--- config.mk ---
export PLATFORM = sky130hd
export DESIGN_NAME = piso_stream
export DESIGN_NICKNAME = d
export VERILOG_FILES = /design/src/rtl/bch_pkg.sv /design/src/rtl/piso_stream.sv
export SDC_FILE = /design/constraint.sdc
export NUM_CORES = 1
export LEC_CHECK = 0
export CAP_MARGIN = 5
export CORE_UTILIZATION = 45
export CTS_BUF_LIST = sky130_fd_sc_hd__clkbuf_8
export DETAILED_ROUTE_END_ITERATION = 10
export PLACE_DENSITY_LB_ADDON = 0.12
export SLEW_MARGIN = 40
export SYNTH_ARGS = -nofsm -noshare
export SYNTH_HDL_FRONTEND = slang
export SYNTH_SLANG_ARGS = --single-unit
--- constraint.sdc ---
create_clock -name clk -period 5.05 [get_ports clk]
set_clock_uncertainty 0.15 [all_clocks]
set_input_delay 1.01 -clock clk [delete_from_list [all_inputs] [get_ports clk]]
set_output_delay 1.01 -clock clk [all_outputs]
set_load 0.1 [all_outputs]
--- src/rtl/bch_pkg.sv ---
// Shared constants and state encoding for the BCH(15,7) codeword path.
// BCH_N / BCH_K describe the code; PISO_WIDTH_DEF is the serialiser's
// default frame width (one full codeword). piso_state_e is the serialiser
// state type.
package bch_pkg;

  localparam int BCH_N          = 15;
  localparam int BCH_K          = 7;
  localparam int PISO_WIDTH_DEF = BCH_N;

  typedef enum logic {
    ST_IDLE  = 1'b0,
    ST_SHIFT = 1'b1
  } piso_state_e;

endpackage

--- src/rtl/piso_stream.sv ---
// Parallel-in / serial-out codeword streamer with valid/ready handshakes on
// both sides. One frame of WIDTH bits is loaded on an input handshake and
// sent one bit per output handshake. A new frame may load on the same edge
// as the last bit of the previous one, so back-to-back frames have no gap.
//
// Ports
//   clk        rising-edge clock
//   reset      asynchronous active-low reset
//   in_data    parallel codeword (WIDTH bits)
//   in_valid   in_data valid
//   in_ready   block accepts in_data this cycle
//   out_bit    current serial bit (IDLE_BIT when nothing is held)
//   out_valid  out_bit valid
//   out_ready  sink consumes out_bit this cycle
//   out_first  out_bit is the first bit of the frame
//   out_last   out_bit is the last bit of the frame
//   busy       a frame is held
//
// state    | meaning
// ---------+---------------------------------------------------------
// ST_IDLE  | no frame held, ready for a new codeword
// ST_SHIFT | frame held, cnt = index of the bit currently on out_bit
module piso_stream
  import bch_pkg::*;
#(
  parameter int WIDTH     = PISO_WIDTH_DEF,
  parameter bit MSB_FIRST = 1'b1,
  parameter bit IDLE_BIT  = 1'b0
) (
  input  logic             clk,
  input  logic             reset,
  input  logic [WIDTH-1:0] in_data,
  input  logic             in_valid,
  output logic             in_ready,
  output logic             out_bit,
  output logic             out_valid,
  input  logic             out_ready,
  output logic             out_first,
  output logic             out_last,
  output logic             busy
);

  localparam int            CW       = $clog2(WIDTH);
  localparam logic [CW-1:0] CNT_LAST = CW'(WIDTH - 1);

  piso_state_e      state, state_nxt;
  logic [WIDTH-1:0] sreg, sreg_nxt;
  logic [CW-1:0]    cnt, cnt_nxt;
  logic             at_last;
  logic             in_hs;
  logic             out_hs;

  assign at_last   = (state == ST_SHIFT) && (cnt == CNT_LAST);
  assign busy      = (state == ST_SHIFT);
  assign out_valid = busy;
  assign out_first = busy && (cnt == '0);
  assign out_last  = at_last;
  assign out_bit   = busy ? (MSB_FIRST ? sreg[WIDTH-1] : sreg[0]) : IDLE_BIT;

  // Gated by reset so in_ready reads 0 while reset is held even though the
  // state register already sits in ST_IDLE.
  assign in_ready = reset && ((state == ST_IDLE) || (at_last && out_ready));

  assign in_hs  = in_valid && in_ready;
  assign out_hs = out_valid && out_ready;

  always_comb begin
    state_nxt = state;
    sreg_nxt  = sreg;
    cnt_nxt   = cnt;
    if (in_hs) begin
      // Covers both a load from idle and a reload on the last bit.
      state_nxt = ST_SHIFT;
      sreg_nxt  = in_data;
      cnt_nxt   = '0;
    end else if (out_hs) begin
      if (at_last) begin
        state_nxt = ST_IDLE;
        sreg_nxt  = '0;
        cnt_nxt   = '0;
      end else begin
        sreg_nxt = MSB_FIRST ? (sreg << 1) : (sreg >> 1);
        cnt_nxt  = cnt + CW'(1);
      end
    end
  end

  always_ff @(posedge clk or negedge reset) begin
    if (!reset) begin
      state <= ST_IDLE;
      sreg  <= '0;
      cnt   <= '0;
    end else begin
      state <= state_nxt;
      sreg  <= sreg_nxt;
      cnt   <= cnt_nxt;
    end
  end

endmodule

==> results.md, run 1 <==
- Nets: 137
- Syn Area/Cell: 11.5 um^2
- Layout cells sized above 1: 24.6%
- Syn nets: 114
- First-pass GRT wire length: 3.66 mm
- Worst Hold Class: flip-flop to flip-flop
- Worst-Margin Slew: 720 ps
- Headroom to the max-slew limit: 52.0%
- Max Cap Viol: 0
- Fmax: 290 MHz
- Number of port buffers: 24
- Die Area: 2550 um^2
- Cts bufs inserted: 3
- R2R depth: 3
- Area Growth Syn to Fin: 22.8%
- Root Buffer: clkbuf_8
- Core area: 2210 um^2
- GR Util All Layers: 19.8%
- Pin count of the biggest net entering global routing: 24
- Worst Setup End Kind: output port
- Synth Flop Type: dfrtp_1
- Ports: 25
- Clock sink total: 20
- Drt initial violations: 17
- Area after DPL: 1250 um^2
- N_diodes: 0
- Yosys reg bits: 20
- Placer Congestion: 0.703
- Hold Vio Cnt, Final: 0
- Final ANT Viol Nets: 0
- XOR/XNOR share of the synthesized area: 0%
- First-pass DRT Iterations: 4
- Finished Cell Area: 1300 um^2
- Clock Tree Buf Depth: 2
- Skew-Pair Late Insertion Delay: 260 ps
- CTS tree: built
- Setup TNS Final: 0 ps
- Outcome: finished, final reports clean
- Synth Area in Compound Gates: 20.9%
- Crit share post-route: 68.4%
- Min cycle time layout: 3450 ps
- Global route overflow: 0
- Num rows: 17
- Post-Route WL: 2.20 mm
- Synth Area in Simple Gates: 20.4%
- Post-DP HPWL: 1.40 mm
- Most frequent cell after synthesis: dfrtp_1
- Synth top area cells: dfrtp_1 47%, a221o_1 13%, and3_2 9.2%
- Post-synthesis async set-or-reset flop share: 100%
- Crit Path Class: input port to output port
- Mux contribution to synthesized area: 0%
- Worst Path Arrival: 2290 ps
- Count of different cell masters after synthesis: 26
- Final Setup Violations: 0
- Post-synthesis sequential area ratio: 47.2%
- Vias/cell: 5.85
- DRC: 0
- Max VDD drop: 0.274 mV
- Top-area cell type share of the netlist area: 47.2%
- Die Y-Extent: 50.5 um
- Post-CTS setup buffers: 0
- Post-CTS Resized: 0
- Combinational family with the most area after synthesis: compound AO/OA/AOI/OAI gates
- Post-synthesis cell area: 1060 um^2
- Crit-path max FO: 6
- Tot Pwr: 599 uW
- Unrepaired setup endpoints after global routing: false
- Cell accounting for the most synthesized area: dfrtp_1
- Yosys warns: 0
- Setup crit start kind: input port
- Count of pins over their slew limit: 0
- WL/cell: 15.5 um
- Number of flops mapped to enable cells by yosys: 0
- Vias in the first global route: 812
- Post-synth top cells: 20 x dfrtp_1, 14 x a221o_1, 13 x and3_2
- Hold Path Depth: 1
- Post-synthesis share of cell area spent on full adders, half adders and majority gates: 3.54%
- Worst-path clk slew: 70 ps
- Initial antenna violation count: 0
- Die width: 50.5 um
- Power Dens Cells: 460 nW/um^2
- Cts hold-fix bufs: 0
- Syn Inst Count: 92
- Cell leakage power: 0.635 nW
- Clock H-tree levels: 1
- Data required, critical path: 3890 ps
- Vias post-DR: 830
- Starting density of the core: 47.9%
==> worst max-delay path, cell delays in order <==
cell	delay [ps]
clkdlybuf4s50_1	580
nand4_1	170
nand2_1	120
and2_1	120
buf_4	280
==> sequential cells by signal (all words and copies together), names as in the netlist <==
name and flops:
sreg 15, cnt 4, busy 1
==> stage by stage <==
stage	setup WS [ps]	instances	util [%]	hold slack, ps
finish	1600	142	58.8	348
global route	1520	142	58.8	382
CTS	1590	142	58.8	355
detailed placement	1590	138	56.3	334
global placement	1610	138	57.5	334
floorplan	555	92	-	314
==> power by group <==
group | internal [mW] | switching, mW | leakage, nW
clock | 0.0695 | 0.0548 | 0.0288
sequential | 0.210 | 0.0407 | 0.266
combinational | 0.0845 | 0.139 | 0.341
==> area by class of cell <==
class / count / area, um^2
fill: 191 / 911
sequential: 20 / 500
multi-input combinational: 61 / 475
timing repair buffer: 25 / 220
clock buffer: 4 / 55.1
tap: 28 / 35.0
inverter: 4 / 15.0
==> layer usage <==
layer	part of all wire (%)	GRT usage [%]	vias up	wire, um
met5	0	0	-	0
met4	1.3	5.56	0	28
met3	4.7	6.67	4	104
met2	47	32.7	15	1030
met1	47	24.4	414	1030
li1	-	-	397	-
==> placed cells by master (no fill, tap or decap), drive strengths merged <==
cell,count
ha,3
nand4b,1
a22o,1
inv,4
and3,14
clkdlybuf4s50,18
nand2,5
a221o,14
a21oi,2
and2,3
nand4,2
clkbuf,4
o211ai,1
o311ai,1
buf,7
and3b,1
dfrtp,20
o21ai,3
nor2,1
nand3,6
a31oi,2
nor3,1
==> kinds of logic (layout without fill, tap and decap cells) <==
kind of cell,count (synthesis),count (layout)
and+or+nand+nor,34,34
AOI/OAI and AO/OA,24,24
DFF,20,20
buffers and inverters,11,33
adders and majority gates,3,3
==> path summary, 6_finish.rpt <==
path	from	end	slack (ps)
worst max-delay path	out_ready	in_ready	1600
worst min-delay path	sreg[0]$_DFFE_PN0P_	sreg[0]$_DFFE_PN0P_	350
worst max register to register	busy$_DFFE_PN0P_	sreg[13]$_DFFE_PN0P_	3020
worst min register to register	sreg[0]$_DFFE_PN0P_	sreg[0]$_DFFE_PN0P_	350
max in group asynchronous	reset	sreg[13]$_DFFE_PN0P_	3580
min in group asynchronous	reset	sreg[12]$_DFFE_PN0P_	940
Note: power is estimated with default switching activity, not from simulation.
==> run 2: changes to the inputs <==
- clock period: 5.05 -> 3.35 ns (I/O delays scaled with it)
==> results.md, run 2 (synthesis results as in run 1) <==
- Drt initial violations: 13
- Setup crit start kind: input port
- Root Buffer: clkbuf_8
- Worst Hold Class: flip-flop to flip-flop
- Final Setup Violations: 0
- Crit Path Class: input port to output port
- Pin count of the biggest net entering global routing: 22
- Fmax: 369 MHz
- Number of fill cells: 194
- Global route overflow: 0
- Starting density of the core: 47.9%
- GR Util All Layers: 19.2%
- Sequential share of power: 41.7%
- Number of port buffers: 24
- First-pass DRT Iterations: 4
- CP bufs+invs: 2
- Area Growth Syn to Fin: 25.9%
- Sequential cell area: 500 um^2
- Count of pins over their slew limit: 0
- Worst-path clk slew: 70 ps
- Final Core Density: 60.3%
- Tot Pwr: 917 uW
- Clock Tree Buf Depth: 2
- Vias post-DR: 826
- Internal power: 561 uW
- Setup TNS Final: 0 ps
- Min cycle time layout: 2710 ps
- Crit-path slowest cell: clkdlybuf4s50_1
- Post-CTS setup buffers: 0
- Die Area: 2550 um^2
- Commonest non-fill, non-tap cell in the layout: dfrtp_1
- Comb power frac: 38.1%
- Cts bufs inserted: 3
- Clock power frac: 20.2%
- Crit-path max FO: 6
- P_sw: 355 uW
- Initial antenna violation count: 0
- Crit share post-route: 80.9%
- Clock H-tree levels: 1
- Die width: 50.5 um
- Worst-Margin Slew: 698 ps
- Post-DP HPWL: 1.42 mm
- Ports: 25
- Worst-path cell chain: clkdlybuf4s50_1 > nand4_1 > nand2_1 > and2_1 > buf_12
- Hold Vio Cnt, Final: 0
- Net Sw Frac: 38.8%
- Cts hold-fix bufs: 0
- CP delay by family, top: buffers and inverters
- Nets: 137
- Unrepaired setup endpoints after global routing: false
- First-pass GRT wire length: 3.62 mm
- Skew-Pair Late Insertion Delay: 260 ps
- Layout cells sized above 1: 26.3%
- Multi-input gate area: 483 um^2
- Vias/cell: 5.82
- Core area: 2210 um^2
- Slowest cell delay on critical path: 570 ps
- Clock sink total: 20
- Outcome: finished, final reports clean
- Worst Setup End Kind: output port
- Max Cap Viol: 0
- Placer Congestion: 0.783
- DRC: 0
- Cell leakage power: 0.643 nW
- Commonest non-fill, non-tap cells in the layout: 20 x dfrtp_1, 18 x clkdlybuf4s50_1, 14 x a221o_1
- Final ANT Viol Nets: 0
- Power Dens Cells: 687 nW/um^2
- Max VDD drop: 0.447 mV
- Headroom to the max-slew limit: 53.5%
- Worst Path Arrival: 1890 ps
- WL/cell: 15.2 um
- Data required, critical path: 2530 ps
- CTS tree: built
- FF-to-FF setup slack: 1330 ps
- Biggest register: sreg
- Die Y-Extent: 50.5 um
- N_diodes: 0
- Post-CTS Resized: 0
- Num rows: 17
- Max FFs per register: 15
- Post-Route WL: 2.16 mm
- Vias in the first global route: 805
run 2: cell types whose count changed in the layout (fill, tap and decap cells not counted):
cell and change:
buf_4 +4, nor2_2 +1, nor2_1 -1, buf_2 -5, buf_12 +1, nor3_2 +1, nor3_1 -1
run 2: layer usage:
metal	vias to the layer above	part of all wire, %	routed length (um)	GRT usage [%]
met4	0	1.1	23	5.56
met5	-	0	0	0
met1	404	50	1070	25.2
li1	399	-	-	-
met3	4	4.4	94	5.45
met2	19	45	971	30.7
run 2: cell type report:
type | instances | share of cell area (%)
Multi-Input combinational cell | 61 | 36.2
Tap cell | 28 | 2.63
Inverter | 4 | 1.13
Timing Repair Buffer | 25 | 18.4
Clock buffer | 4 | 4.13
Sequential cell | 20 | 37.5
run 2: worst reg2reg max path: stages, from the launching register on:
cell	delay, ps
dfrtp_1	590
and2_1	570
a31oi_4	180
a221o_1	410
run 2: stage by stage:
step	hold slack (ps)	std cells	instance area [um^2]	setup slack, ps
3_3_place_gp	330	138	1280	705
6_report	349	142	1330	639
3_5_place_dp	338	138	1280	655
5_1_grt	365	142	1330	546
4_1_cts	354	142	1330	655
2_1_floorplan	224	92	1070	50.8
run 2: path summary, 6_finish.rpt:
check,startpoint,end,cells after the start
worst max-delay path,out_ready,in_ready,5
worst min-delay path,sreg[0]$_DFFE_PN0P_,sreg[0]$_DFFE_PN0P_,1
worst max register to register,busy$_DFFE_PN0P_,sreg[13]$_DFFE_PN0P_,3
worst min register to register,sreg[0]$_DFFE_PN0P_,sreg[0]$_DFFE_PN0P_,1
max in group asynchronous,reset,sreg[5]$_DFFE_PN0P_,2
min in group asynchronous,reset,sreg[11]$_DFFE_PN0P_,2
run 2: power by group through the flow:
stage,Clock (mW),Sequential [mW],Combinational (mW)
floorplan,0,0.374,0.276
global placement,0,0.384,0.346
detailed placement,0,0.385,0.350
CTS,0.190,0.381,0.352
global route,0.198,0.395,0.378
finish,0.185,0.382,0.349
